[src/rtl/spi_pkg.sv]
// Shared definitions for the SPI bus master and its SCLK generator.
// Contents:
//   spi_state_e     master FSM state encoding
//   SS_IDLE         SS level while no transaction is open (SS is active-high)
//   SCLK_IDLE       SCLK level between transfers (idles low)
//   CLK_DIV_DEFAULT default sys_clk cycles per SCLK half-period
package spi_pkg;

   localparam int unsigned STATE_WIDTH     = 3;
   localparam logic        SS_IDLE         = 1'b0;
   localparam logic        SCLK_IDLE       = 1'b0;
   localparam int unsigned CLK_DIV_DEFAULT = 4;

   typedef enum logic [STATE_WIDTH-1:0] {
      StIdle    = 3'd0,
      StSetup   = 3'd1,
      StActive  = 3'd2,
      StShiftLo = 3'd3,
      StShiftHi = 3'd4,
      StHold    = 3'd5
   } spi_state_e;

endpackage

[src/rtl/spi_sclk_gen.sv]
// SCLK half-period timer for the SPI bus master.
// Ports:
//   sys_clk, rst_n   system clock, synchronous active-low reset
//   en_i             run the half-period counter (cleared while low)
//   toggle_en_i      let SCLK toggle on each tick (SCLK forced idle while low)
//   tick_o           one-cycle strobe at the end of each timed phase
//   rise_o / fall_o  tick that also drives SCLK high / low
//   sclk_o           registered SCLK level
module spi_sclk_gen
   import spi_pkg::*;
#(
   parameter int unsigned CLK_DIV = CLK_DIV_DEFAULT
) (
   input  logic sys_clk,
   input  logic rst_n,
   input  logic en_i,
   input  logic toggle_en_i,
   output logic tick_o,
   output logic rise_o,
   output logic fall_o,
   output logic sclk_o
);

   localparam int unsigned          CNT_WIDTH = $clog2(CLK_DIV + 1);
   localparam logic [CNT_WIDTH-1:0] CNT_LAST  = CNT_WIDTH'(CLK_DIV);

   logic [CNT_WIDTH-1:0] cnt_q, cnt_d;
   logic                 sclk_q, sclk_d;

   // The first phase after enable starts at 0 and therefore lasts CLK_DIV+1
   // cycles, which includes the cycle in which the command was taken; later
   // phases reload to 1 and last exactly CLK_DIV cycles.
   always_comb begin
      tick_o = en_i && (cnt_q == CNT_LAST);
      rise_o = tick_o && toggle_en_i && !sclk_q;
      fall_o = tick_o && toggle_en_i && sclk_q;

      cnt_d = cnt_q;
      if (!en_i) begin
         cnt_d = '0;
      end else if (tick_o) begin
         cnt_d = CNT_WIDTH'(1);
      end else begin
         cnt_d = cnt_q + 1'b1;
      end

      sclk_d = sclk_q;
      if (!toggle_en_i) begin
         sclk_d = SCLK_IDLE;
      end else if (tick_o) begin
         sclk_d = ~sclk_q;
      end
   end

   always_ff @(posedge sys_clk) begin
      if (!rst_n) begin
         cnt_q  <= '0;
         sclk_q <= SCLK_IDLE;
      end else begin
         cnt_q  <= cnt_d;
         sclk_q <= sclk_d;
      end
   end

   assign sclk_o = sclk_q;

endmodule

[src/rtl/spi_bus_master.sv]
// Active SPI initiator: opens a transaction (SS high), shifts chunks of up to
// BUF_SIZE bits (MOSI changes on SCLK fall, MISO sampled on SCLK rise) and
// closes it again, driven by single-cycle commands gated by bus_ready.
// Ports:
//   sys_clk, rst_n                  system clock, synchronous active-low reset
//   cmd_start/next_chunk/finish     command strobes, honoured only while bus_ready=1
//   next_chunk_size, tx_data        chunk length and MOSI bits, sampled with cmd_next_chunk
//   miso_in                         slave data
//   mosi_out, sclk_out, ss_out      driven bus lines
//   comm_active                     SS asserted
//   bus_ready                       command handshake
//   rx_data                         MISO bits of the last chunk, LSB-aligned
// Build option: define SPI_MASTER_LSB_FIRST_EN to shift chunks LSB-first
// (default is MSB-first); timing and handshake are identical.
module spi_bus_master
   import spi_pkg::*;
#(
   parameter int unsigned BUF_SIZE         = 9,
   parameter int unsigned CHUNK_SIZE_WIDTH = $clog2(BUF_SIZE + 1),
   parameter int unsigned CLK_DIV          = CLK_DIV_DEFAULT
) (
   input  logic                        sys_clk,
   input  logic                        rst_n,
   input  logic                        cmd_start,
   input  logic                        cmd_next_chunk,
   input  logic                        cmd_finish,
   input  logic [CHUNK_SIZE_WIDTH-1:0] next_chunk_size,
   input  logic [BUF_SIZE-1:0]         tx_data,
   input  logic                        miso_in,
   output logic                        mosi_out,
   output logic                        sclk_out,
   output logic                        ss_out,
   output logic                        comm_active,
   output logic                        bus_ready,
   output logic [BUF_SIZE-1:0]         rx_data
);

   localparam logic [CHUNK_SIZE_WIDTH-1:0] BUF_LEN = CHUNK_SIZE_WIDTH'(BUF_SIZE);

   spi_state_e                  state_q, state_d;
   logic                        ss_q, ss_d;
   logic                        mosi_q, mosi_d;
   logic                        bus_ready_q, bus_ready_d;
   logic [BUF_SIZE-1:0]         rx_data_q, rx_data_d;
   logic [BUF_SIZE-1:0]         tx_sh_q, tx_sh_d;
   logic [BUF_SIZE-1:0]         rx_sh_q, rx_sh_d;
   logic [CHUNK_SIZE_WIDTH-1:0] bits_left_q, bits_left_d;

   logic [CHUNK_SIZE_WIDTH-1:0] n_clamped;
   logic [BUF_SIZE-1:0]         tx_load, tx_next, rx_shift_in, rx_final;
   logic                        first_bit, next_bit;
   logic                        gen_en, gen_toggle, tick, rise, fall;

   assign n_clamped = (next_chunk_size > BUF_LEN) ? BUF_LEN : next_chunk_size;

`ifdef SPI_MASTER_LSB_FIRST_EN
   logic [CHUNK_SIZE_WIDTH-1:0] n_q, n_d;

   assign tx_load     = tx_data;
   assign first_bit   = tx_data[0];
   assign tx_next     = tx_sh_q >> 1;
   assign next_bit    = tx_sh_q[1];
   // MISO enters at the top; the final shift right-aligns the N captured bits.
   assign rx_shift_in = {miso_in, rx_sh_q[BUF_SIZE-1:1]};
   assign rx_final    = rx_sh_q >> (BUF_LEN - n_q);
`else
   // Left-align the chunk so its bit N-1 sits at the top of the shift register.
   assign tx_load     = tx_data << (BUF_LEN - n_clamped);
   assign first_bit   = tx_load[BUF_SIZE-1];
   assign tx_next     = tx_sh_q << 1;
   assign next_bit    = tx_sh_q[BUF_SIZE-2];
   assign rx_shift_in = {rx_sh_q[BUF_SIZE-2:0], miso_in};
   assign rx_final    = rx_sh_q;
`endif

   assign gen_toggle = (state_q == StShiftLo) || (state_q == StShiftHi);
   assign gen_en     = gen_toggle || (state_q == StSetup) || (state_q == StHold);

   spi_sclk_gen #(
      .CLK_DIV (CLK_DIV)
   ) u_sclk_gen (
      .sys_clk     (sys_clk),
      .rst_n       (rst_n),
      .en_i        (gen_en),
      .toggle_en_i (gen_toggle),
      .tick_o      (tick),
      .rise_o      (rise),
      .fall_o      (fall),
      .sclk_o      (sclk_out)
   );

   always_comb begin
      state_d     = state_q;
      ss_d        = ss_q;
      mosi_d      = mosi_q;
      bus_ready_d = bus_ready_q;
      rx_data_d   = rx_data_q;
      tx_sh_d     = tx_sh_q;
      rx_sh_d     = rx_sh_q;
      bits_left_d = bits_left_q;
`ifdef SPI_MASTER_LSB_FIRST_EN
      n_d         = n_q;
`endif

      unique case (state_q)
         StIdle: begin
            if (bus_ready_q && cmd_start) begin
               ss_d        = ~SS_IDLE;
               bus_ready_d = 1'b0;
               state_d     = StSetup;
            end
         end
         StSetup: begin
            if (tick) begin
               bus_ready_d = 1'b1;
               state_d     = StActive;
            end
         end
         StActive: begin
            if (!bus_ready_q) begin
               // One-cycle busy gap after an empty chunk.
               bus_ready_d = 1'b1;
            end else if (cmd_next_chunk) begin
               bus_ready_d = 1'b0;
               rx_sh_d     = '0;
               bits_left_d = n_clamped;
`ifdef SPI_MASTER_LSB_FIRST_EN
               n_d         = n_clamped;
`endif
               if (n_clamped == '0) begin
                  rx_data_d = '0;
               end else begin
                  tx_sh_d = tx_load;
                  mosi_d  = first_bit;
                  state_d = StShiftLo;
               end
            end else if (cmd_finish) begin
               bus_ready_d = 1'b0;
               state_d     = StHold;
            end
         end
         StShiftLo: begin
            if (rise) begin
               rx_sh_d = rx_shift_in;
               state_d = StShiftHi;
            end
         end
         StShiftHi: begin
            if (fall) begin
               if (bits_left_q > CHUNK_SIZE_WIDTH'(1)) begin
                  bits_left_d = bits_left_q - 1'b1;
                  tx_sh_d     = tx_next;
                  mosi_d      = next_bit;
                  state_d     = StShiftLo;
               end else begin
                  rx_data_d   = rx_final;
                  bus_ready_d = 1'b1;
                  state_d     = StActive;
               end
            end
         end
         StHold: begin
            if (tick) begin
               ss_d        = SS_IDLE;
               mosi_d      = 1'b0;
               bus_ready_d = 1'b1;
               state_d     = StIdle;
            end
         end
         default: state_d = StIdle;
      endcase
   end

   always_ff @(posedge sys_clk) begin
      if (!rst_n) begin
         state_q     <= StIdle;
         ss_q        <= SS_IDLE;
         mosi_q      <= 1'b0;
         bus_ready_q <= 1'b1;
         rx_data_q   <= '0;
         tx_sh_q     <= '0;
         rx_sh_q     <= '0;
         bits_left_q <= '0;
`ifdef SPI_MASTER_LSB_FIRST_EN
         n_q         <= '0;
`endif
      end else begin
         state_q     <= state_d;
         ss_q        <= ss_d;
         mosi_q      <= mosi_d;
         bus_ready_q <= bus_ready_d;
         rx_data_q   <= rx_data_d;
         tx_sh_q     <= tx_sh_d;
         rx_sh_q     <= rx_sh_d;
         bits_left_q <= bits_left_d;
`ifdef SPI_MASTER_LSB_FIRST_EN
         n_q         <= n_d;
`endif
      end
   end

   assign ss_out      = ss_q;
   assign comm_active = ss_q;
   assign mosi_out    = mosi_q;
   assign bus_ready   = bus_ready_q;
   assign rx_data     = rx_data_q;

endmodule

[config.mk]
export PLATFORM = sky130hd
export DESIGN_NAME = spi_bus_master
export DESIGN_NICKNAME = d
export VERILOG_FILES = /design/src/rtl/spi_pkg.sv /design/src/rtl/spi_sclk_gen.sv /design/src/rtl/spi_bus_master.sv
export SDC_FILE = /design/constraint.sdc
export NUM_CORES = 1
export LEC_CHECK = 0
export ABC_CLOCK_PERIOD_IN_PS = 2600
export CAP_MARGIN = 10
export CORE_AREA = 2 2 71 73
export CTS_CLUSTER_DIAMETER = 150
export DETAILED_ROUTE_END_ITERATION = 16
export DIE_AREA = 0 0 73 75
export GPL_ROUTABILITY_DRIVEN = 1
export MAX_ROUTING_LAYER = met4
export PLACE_DENSITY = 0.81
export SYNTH_ARGS = -nofsm -noshare
export SYNTH_HDL_FRONTEND = slang
export SYNTH_SLANG_ARGS = --single-unit
[constraint.sdc]
create_clock -name sys_clk -period 2.6 [get_ports sys_clk]
set_clock_uncertainty 0.1 [all_clocks]
set_input_delay 0.26 -clock sys_clk [delete_from_list [all_inputs] [get_ports sys_clk]]
set_output_delay 0.26 -clock sys_clk [all_outputs]
set_load 0.01 [all_outputs]
==> run summary, run 1 <==
SYNTH
----------------------------------------------------------------------------------------
Commonest cells post-synth ................................................ sky130_fd_sc_hd__dfxtp_1 (40), sky130_fd_sc_hd__o21ai_0 (32), sky130_fd_sc_hd__nand2_1 (18)
Average instance area after synthesis .....................................     8.04 µm²
Simple-gate portion of the synthesized area ...............................        22.3%
Cell with the most instances after synthesis .............................. sky130_fd_sc_hd__dfxtp_1
Post-synth ARST share .....................................................           0%
Area share of fa/ha/maj cells after synthesis .............................        2.51%
Largest family of logic cells by synthesized area ......................... compound AO/OA/AOI/OAI gates
Leading post-synthesis cells by cell area ................................. sky130_fd_sc_hd__dfxtp_1 (32%), sky130_fd_sc_hd__o21ai_0 (6.4%), sky130_fd_sc_hd__nor2b_1 (4.0%)
Yosys Warn Count ..........................................................            0
Mux cell area share after synthesis .......................................        3.16%
Post-synth EDFFs ..........................................................            0
Cell type contributing the most total cell area after synthesis ........... sky130_fd_sc_hd__dfxtp_1
Count of mapped cells out of synthesis ....................................          310
Share of the synthesized netlist area taken by xor and xnor gates .........       0.703%
Register area share after synthesis .......................................        32.1%
Synthesized netlist net count .............................................          334
Count of unique library cells instantiated by Yosys .......................           58
Synth Cell Area ...........................................................  0.00249 mm²
Compound-cell area share of the yosys netlist .............................        32.7%
Dominant synthesized flop cell ............................................ sky130_fd_sc_hd__dfxtp_1
Area share of the largest cell type after synthesis .......................        32.1%
Number of flip-flops and latches in the synthesized netlist ...............           40

DRT
----------------------------------------------------------------------------------------
Post-detailed-route via-to-cell ratio .....................................         6.14
Routed wire length ........................................................      6.16 mm
Iteration-0 DRC Markers ...................................................          243
Number of iterations in the first detailed-routing pass ...................            4
Number of remaining DRC errors ............................................            0
Number of nets with antenna violations after detailed routing .............            0
Routed wire per std cell ..................................................      15.5 µm
Via count of the routed design ............................................         2444

PLACE
----------------------------------------------------------------------------------------
Total half-perimeter wirelength after legalization and detailed placement .      4.55 mm
Placer's final routability congestion estimate ............................        0.977
Input/output buffers ......................................................           32
Worst slack, placed .......................................................      7.46 ps

CLOCKING
----------------------------------------------------------------------------------------
Total setup buffers inserted after CTS ....................................            0
Hold bufs inserted after CTS ..............................................            0
Clock buffer depth ........................................................            2
Number of levels in the clock H-tree ......................................            2
CTS Buf Count .............................................................            5
Worst skew pair latency ...................................................       300 ps
Clock sinks ...............................................................           40
Post-cts resize count .....................................................            0
CTS clk-pin slew, worst paths .............................................        90 ps
CTS tree ..................................................................        built
Clk Tree Root Cell ........................................................ sky130_fd_sc_hd__clkbuf_8

TIMING
----------------------------------------------------------------------------------------
Worst slack on hold paths .................................................       380 ps
Max-slew violations .......................................................            0
Final clock period utilization by the worst path ..........................        88.0%
Fmax ......................................................................    0.437 GHz
Actual transition at the worst max-transition pin .........................       738 ps
Worst-case setup margin in the final layout ...............................       313 ps
Count of final setup violators ............................................            0
Rel. slew slack ...........................................................        50.6%
Fin. Hold Viols ...........................................................            0
Setup repair after global routing missed its margin .......................        false
Post-layout minimum cycle time ............................................      2290 ps
Sum of negative setup slack ...............................................         0 ps

DIE
----------------------------------------------------------------------------------------
Core Area .................................................................  0.00466 mm²
Die span in x .............................................................        73 µm
Effective utilization at floorplan ........................................        53.5%
Die Area ..................................................................  0.00548 mm²
Height of the chip ........................................................        75 µm
Boundary Pins .............................................................           33
Row cnt ...................................................................           25

CRITICAL PATH
----------------------------------------------------------------------------------------
Setup crit start .......................................................... bits_left_q[0]$_SDFFE_PN0P_
Bufs and invs on worst path ...............................................            1
Startpoint of the most critical register-to-register path ................. bits_left_q[0]$_SDFFE_PN0P_
Worst-case register-to-register setup slack ...............................       310 ps
Data arrival, critical path ...............................................      2380 ps
CP peak stage delay .......................................................       410 ps
Register-to-Register Path Depth ...........................................            6
CP Capture Type ...........................................................     register
Critical R2R Capture ...................................................... bits_left_q[1]$_SDFFE_PN0P_
Crit-path leading delay family ............................................ compound AO/OA/AOI/OAI gates
Startpoint-to-endpoint class of the critical path ......................... register to register
Startpoint Class ..........................................................     register
Critical Path RT ..........................................................      2690 ps
Cell count along the critical path ........................................            6
Master of the slowest instance on the critical path ....................... sky130_fd_sc_hd__dfxtp_1
Crit path max fanout ......................................................            6
Cell breakdown of the critical path ....................................... inv_1 > ha_1 > or2_2 > a21o_1 > a221o_1 > o311a_1

WORST HOLD PATH
----------------------------------------------------------------------------------------
Hold Path Stages ..........................................................            2
Startpoint of the worst hold path ......................................... rx_data[5]$_SDFFE_PN0P_
Terminating pin of the worst hold path .................................... rx_data[5]$_SDFFE_PN0P_
Hold/Removal Path Class ................................................... register to register

FINAL LAYOUT
----------------------------------------------------------------------------------------
Layout cells sized above 1 ................................................        11.9%
Storage cell area .........................................................      801 µm²
Footprint of the multi-input gates ........................................  0.00154 mm²
Post-layout net count .....................................................          367
Number of diodes ..........................................................            0
Growth of design area from synthesis to finish ............................        21.3%
Number of inserted filler cells in the final layout .......................          400

GLOBAL ROUTING
----------------------------------------------------------------------------------------
Initial antenna violation count ...........................................            0
Pin count of the biggest net entering global routing ......................           18
Number of global-route vias before repair .................................         2350
Overflow left after global routing ........................................            0
All-layer global routing usage ............................................        25.1%
Global-route wire length before repair ....................................      10.6 mm

POWER
----------------------------------------------------------------------------------------
Worst vdd rail ir drop ....................................................     0.342 mV
Static Leak ...............................................................      1.06 nW
Power density cells .......................................................   460 mW/mm²

RUN
----------------------------------------------------------------------------------------
Number of max-cap violations ..............................................            0

RUN STATUS
----------------------------------------------------------------------------------------
Status .................................................................... finished, final reports clean

[power breakdown]
part / internal (mW) / switching (mW) / leakage (nW) / total, mW
Sequential: 0.620 / 0.0105 / 0.323 / 0.630
Combinational: 0.113 / 0.114 / 0.684 / 0.227
Clock: 0.289 / 0.243 / 0.0548 / 0.532
Total: 1.02 / 0.367 / 1.06 / 1.39
[metrics by stage]
stage / instances / total power, mW / area [µm²] / utilization [%]
floorplan: 310 / 0.784 / 2490 / -
global placement: 390 / 0.865 / 2910 / 62.4
detailed placement: 390 / 0.869 / 2910 / 62.4
CTS: 398 / 1.39 / 3020 / 64.9
global route: 398 / 1.45 / 3020 / 64.9
finish: 398 / 1.39 / 3020 / 64.9
[logic make-up (layout without fill, tap and decap cells)]
| logic type | count (synthesis) | count (layout) |
|---|---|---|
| flip-flops | 40 | 40 |
| buffers and inverters | 36 | 70 |
| multiplexers | 6 | 6 |
| adder cells (fa/ha/maj) | 5 | 5 |
| AND/OR/NAND/NOR | 101 | 101 |
| XOR/XNOR | 2 | 2 |
| AO/OA/AOI/OAI | 120 | 120 |
[worst max path at each step]
stage / endpoint / slack [ps]
after floorplan: mosi_out$_SDFFE_PN0P_ / 280
after global placement: mosi_out$_SDFFE_PN0P_ / 70
after detailed placement: mosi_out$_SDFFE_PN0P_ / 7
after CTS: bits_left_q[1]$_SDFFE_PN0P_ / 320
after global routing: tx_sh_q[7]$_SDFFE_PN0P_ / 160
final: bits_left_q[1]$_SDFFE_PN0P_ / 310
[routing by layer]
metal  wire (µm)  global-route usage (%)  up-vias
li1            -                       -     1222
met1        2790                    32.0     1159
met2        3090                    40.9       55
met3         227                    4.69        8
met4          54                    6.79        0
met5           0                       -        -
[flip-flops by register name, indices dropped and copies added, names as in the netlist]
register and cells:
rx_data 9, rx_final 9, tx_sh_q 8, bits_left_q 4
state_q 3, u_sclk_gen.cnt_q 3, bus_ready 1, comm_active 1
mosi_out 1, u_sclk_gen.sclk_o 1
[cell usage in the layout (no fill, tap or decap), types with 5 or more instances in the layout]
master                            count
sky130_fd_sc_hd__a21boi_0             6
sky130_fd_sc_hd__a21boi_1             9
sky130_fd_sc_hd__a21oi_1             15
sky130_fd_sc_hd__a22oi_1             13
sky130_fd_sc_hd__a31oi_1              6
sky130_fd_sc_hd__and3_1               7
sky130_fd_sc_hd__buf_4               19
sky130_fd_sc_hd__clkbuf_8             5
sky130_fd_sc_hd__clkdlybuf4s50_1     32
sky130_fd_sc_hd__dfxtp_1             40
sky130_fd_sc_hd__ha_1                 5
sky130_fd_sc_hd__inv_1               10
sky130_fd_sc_hd__mux2_2               5
sky130_fd_sc_hd__nand2_1             18
sky130_fd_sc_hd__nand3_1             10
sky130_fd_sc_hd__nand4_1             11
sky130_fd_sc_hd__nor2_1              11
sky130_fd_sc_hd__nor2b_1             16
sky130_fd_sc_hd__nor3_1               8
sky130_fd_sc_hd__o211ai_1             5
sky130_fd_sc_hd__o21ai_0             32
[cell type report]
type,instances,share of cell area (%)
clock buffers,5,2.28
clock inverters,3,1.53
inverters,11,1.37
multi-input cells,234,50.8
flip-flops and latches,40,26.5
well taps,54,2.24
repair buffers,51,15.3
[worst register-to-register path: cells and delay by family (launching register included)]
family / cells / cell delay, ps
buffers and inverters: 1 / 70
AND/OR/NAND/NOR: 1 / 370
flip-flops: 1 / 410
adder cells (fa/ha/maj): 1 / 230
AO/OA/AOI/OAI: 3 / 1000
No activity file was read; power rests on OpenSTA's default activity.
==> run 2: changes to the inputs <==
Settings changed: CORE_AREA 2 2 71 73 to 2 2 70 72, DIE_AREA 0 0 73 75 to 0 0 72 74, PLACE_DENSITY 0.81 to 0.82, SYNTH_HIERARCHICAL from default to 1.
==> run summary, run 2 <==
SYNTH
----------------------------------------------------------------------------------------
Compound-cell area share of the yosys netlist .............................        30.7%   -2.0 points
Yosys Warn Count ..........................................................            6   +6
Average instance area after synthesis .....................................     8.37 µm²   +4.2%
Number of flip-flops and latches in the synthesized netlist ...............           40   unchanged
Cell with the most instances after synthesis .............................. sky130_fd_sc_hd__dfxtp_1
Synth Cell Area ...........................................................  0.00243 mm²   -2.6%
Area share of fa/ha/maj cells after synthesis .............................        2.58%   +0.066 points
Leading post-synthesis cells by cell area ................................. sky130_fd_sc_hd__dfxtp_1 (33%), sky130_fd_sc_hd__nand2_1 (4.8%), sky130_fd_sc_hd__a22oi_1 (4.3%)
Post-synth ARST share .....................................................           0%   unchanged
Commonest cells post-synth ................................................ sky130_fd_sc_hd__dfxtp_1 (40), sky130_fd_sc_hd__nand2_1 (31), sky130_fd_sc_hd__nor2_1 (20)
Post-synth EDFFs ..........................................................            0   unchanged
Mux cell area share after synthesis .......................................        4.28%   +1.1 points
Area share of the largest cell type after synthesis .......................        33.0%   +0.84 points
Cell type contributing the most total cell area after synthesis ........... sky130_fd_sc_hd__dfxtp_1
Largest family of logic cells by synthesized area ......................... compound AO/OA/AOI/OAI gates
Count of mapped cells out of synthesis ....................................          290   -6.5%
Synthesized netlist net count .............................................          314   -6.0%
Share of the synthesized netlist area taken by xor and xnor gates .........       0.361%   -0.34 points
Dominant synthesized flop cell ............................................ sky130_fd_sc_hd__dfxtp_1
Count of unique library cells instantiated by Yosys .......................           61   +5.2%
Register area share after synthesis .......................................        33.0%   +0.84 points
Simple-gate portion of the synthesized area ...............................        23.8%   +1.5 points

DRT
----------------------------------------------------------------------------------------
Routed wire length ........................................................      5.49 mm   -11%
Number of remaining DRC errors ............................................            0   unchanged
Iteration-0 DRC Markers ...................................................          234   -3.7%
Number of iterations in the first detailed-routing pass ...................            4   unchanged
Number of nets with antenna violations after detailed routing .............            0   unchanged
Routed wire per std cell ..................................................      14.2 µm   -8.4%
Via count of the routed design ............................................         2296   -6.1%
Post-detailed-route via-to-cell ratio .....................................         5.93   -3.4%

DIE
----------------------------------------------------------------------------------------
Effective utilization at floorplan ........................................        52.8%   -0.66 points
Row cnt ...................................................................           25   unchanged
Height of the chip ........................................................        74 µm   -1.3%
Die Area ..................................................................  0.00533 mm²   -2.7%
Boundary Pins .............................................................           33   unchanged
Core Area .................................................................  0.00460 mm²   -1.3%
Die span in x .............................................................        72 µm   -1.4%

POWER
----------------------------------------------------------------------------------------
Switching component of the power ..........................................     0.436 mW   +19%
Power Internal ............................................................      1.02 mW   -0.16%
Switching part of the total power .........................................        29.9%   +3.5 points
Fraction of power consumed by the clock network ...........................        30.5%   -7.8 points
Power density cells .......................................................   490 mW/mm²   +6.6%
Share of power burned in registers ........................................        45.6%   +0.2 points
Combinational share of power ..............................................        23.9%   +7.6 points
Static Leak ...............................................................      1.04 nW   -2.3%
Worst vdd rail ir drop ....................................................     0.224 mV   -34%

CRITICAL PATH
----------------------------------------------------------------------------------------
CP Capture Type ...........................................................     register
Register-to-Register Path Depth ...........................................            8   +2
Startpoint of the most critical register-to-register path ................. state_q[0]$_SDFFE_PN0P_
Startpoint-to-endpoint class of the critical path ......................... register to register
Setup crit start .......................................................... state_q[0]$_SDFFE_PN0P_
Crit path max fanout ......................................................            9   +3
Data arrival, critical path ...............................................      2540 ps   +160 ps
Critical Path RT ..........................................................      2690 ps   about the same
Startpoint Class ..........................................................     register

GLOBAL ROUTING
----------------------------------------------------------------------------------------
Number of global-route vias before repair .................................         2085   -11%
All-layer global routing usage ............................................        22.2%   -2.9 points
Initial antenna violation count ...........................................            0   unchanged
Overflow left after global routing ........................................            0   unchanged
Global-route wire length before repair ....................................      9.27 mm   -13%
Pin count of the biggest net entering global routing ......................           43   +25

CLOCKING
----------------------------------------------------------------------------------------
Hold bufs inserted after CTS ..............................................            0   unchanged
Number of levels in the clock H-tree ......................................            2   unchanged
CTS tree ..................................................................        built
Worst skew pair latency ...................................................       300 ps   about the same
Clock buffer depth ........................................................            2   unchanged
CTS Buf Count .............................................................            5   unchanged
Clock sinks ...............................................................           40   unchanged
CTS clk-pin slew, worst paths .............................................        80 ps   about the same
Clk Tree Root Cell ........................................................ sky130_fd_sc_hd__clkbuf_8

PLACE
----------------------------------------------------------------------------------------
Placer's final routability congestion estimate ............................        0.865   -11%
Worst slack, placed .......................................................      89.5 ps   +82.1 ps
Total half-perimeter wirelength after legalization and detailed placement .      3.90 mm   -14%
Input/output buffers ......................................................           32   unchanged

WORST HOLD PATH
----------------------------------------------------------------------------------------
Hold Path Stages ..........................................................            2   unchanged
Startpoint of the worst hold path ......................................... rx_data[4]$_SDFFE_PN0P_
Hold/Removal Path Class ................................................... register to register

TIMING
----------------------------------------------------------------------------------------
Count of final setup violators ............................................            0   unchanged
Rel. slew slack ...........................................................        59.4%   +8.9 points
Fin. Hold Viols ...........................................................            0   unchanged
Worst-case setup margin in the final layout ...............................       147 ps   -166 ps
Actual transition at the worst max-transition pin .........................       606 ps   -132 ps
Max-slew violations .......................................................            0   unchanged
Final clock period utilization by the worst path ..........................        94.3%   +6.4 points
Setup repair after global routing missed its margin .......................        false
Sum of negative setup slack ...............................................         0 ps   unchanged
Post-layout minimum cycle time ............................................      2450 ps   +166 ps
Fmax ......................................................................    0.408 GHz   -6.7%

RUN STATUS
----------------------------------------------------------------------------------------
Status .................................................................... finished, final reports clean

FINAL LAYOUT
----------------------------------------------------------------------------------------
Number of diodes ..........................................................            0   unchanged
Growth of design area from synthesis to finish ............................        22.4%
Highest-count cells in the layout ignoring fill and taps .................. sky130_fd_sc_hd__dfxtp_1 (39), sky130_fd_sc_hd__clkdlybuf4s50_1 (32), sky130_fd_sc_hd__nand2_1 (31), sky130_fd_sc_hd__buf_4 (20), sky130_fd_sc_hd__nor2_1 (19)
Most frequent standard cell in the layout excluding fill and tap cells .... sky130_fd_sc_hd__dfxtp_1
Layout cells sized above 1 ................................................        14.7%   +2.8 points
Post-layout net count .....................................................          356   -3.0%

RUN
----------------------------------------------------------------------------------------
Number of max-cap violations ..............................................            0   unchanged

==> run 2: cell types whose count changed in the layout (fill, tap and decap cells not counted), sizes merged, moves of 7 or more <==
cell and change:
nand4 -9, mux2i +7, nor2 +9, nand2 +13, o21ai -11
==> run 2: final cells by class <==
cell class                 count  area, µm²
timing repair buffer          52        470
tap                           54       67.6
inverter                       9       33.8
multi-input combinational    224       1500
sequential                    40        802
clock buffer                   6       82.6
clock inverter                 2       15.0
fill                         394       1630
==> run 2: kinds of logic (layout without fill, tap and decap cells) <==
kind of cell,Yosys count,count (layout)
buffers and inverters,26,69
adder cells (fa/ha/maj),5,5
AND/OR/NAND/NOR,107,107
flip-flops,40,40
AO/OA/AOI/OAI,101,101
XOR/XNOR,1,1
multiplexers,10,10
==> run 2: power groups by stage <==
| stage | sequential, mW | combinational [mW] | clock [mW] |
|---|---|---|---|
| 2_1_floorplan | 0.668 | 0.223 | 0 |
| 3_3_place_gp | 0.675 | 0.340 | 0 |
| 3_5_place_dp | 0.676 | 0.343 | 0 |
| 4_1_cts | 0.662 | 0.345 | 0.454 |
| 5_1_grt | 0.668 | 0.384 | 0.470 |
| 6_report | 0.664 | 0.348 | 0.445 |
==> run 2: worst paths after layout <==
path         slack, ps                     endpoint
min                350      rx_data[4]$_SDFFE_PN0P_
max                150  bits_left_q[1]$_SDFFE_PN0P_
min reg2reg        350      rx_data[4]$_SDFFE_PN0P_
max reg2reg        150  bits_left_q[1]$_SDFFE_PN0P_
==> run 2: stage by stage <==
step	std cells	util [%]	power [mW]	area (µm²)	hold WS, ps
2_1_floorplan	290	-	0.891	2430	313
3_3_place_gp	374	61.6	1.01	2830	337
3_5_place_dp	374	61.6	1.02	2830	342
4_1_cts	382	63.8	1.46	2930	354
5_1_grt	387	64.7	1.52	2970	374
6_report	387	64.7	1.46	2970	350
==> run 2: timing repair <==
action,in CTS,in global routing
endpoints found under the setup margin,0,22
hold endpoints to repair,0,0
setup buffers,0,5
resized for setup,0,3
==> run 2: worst max-delay path, stage by stage (launching register included) <==
cell and delay [ps]:
sky130_fd_sc_hd__dfxtp_2 370, sky130_fd_sc_hd__or3b_1 400, sky130_fd_sc_hd__o21ai_1 150, sky130_fd_sc_hd__nand4_1 170, sky130_fd_sc_hd__nor2_2 150, sky130_fd_sc_hd__nor2_1 50
sky130_fd_sc_hd__a32o_2 290, sky130_fd_sc_hd__a211o_4 320, sky130_fd_sc_hd__o311a_1 350
==> run 2: routing by layer <==
layer	vias up	share of wire, %	global-route usage (%)
met3	10	3.3	2.98
met5	-	0	-
met2	51	49	36.9
li1	1145	-	-
met1	1090	46	27.8
met4	0	1.5	7.97
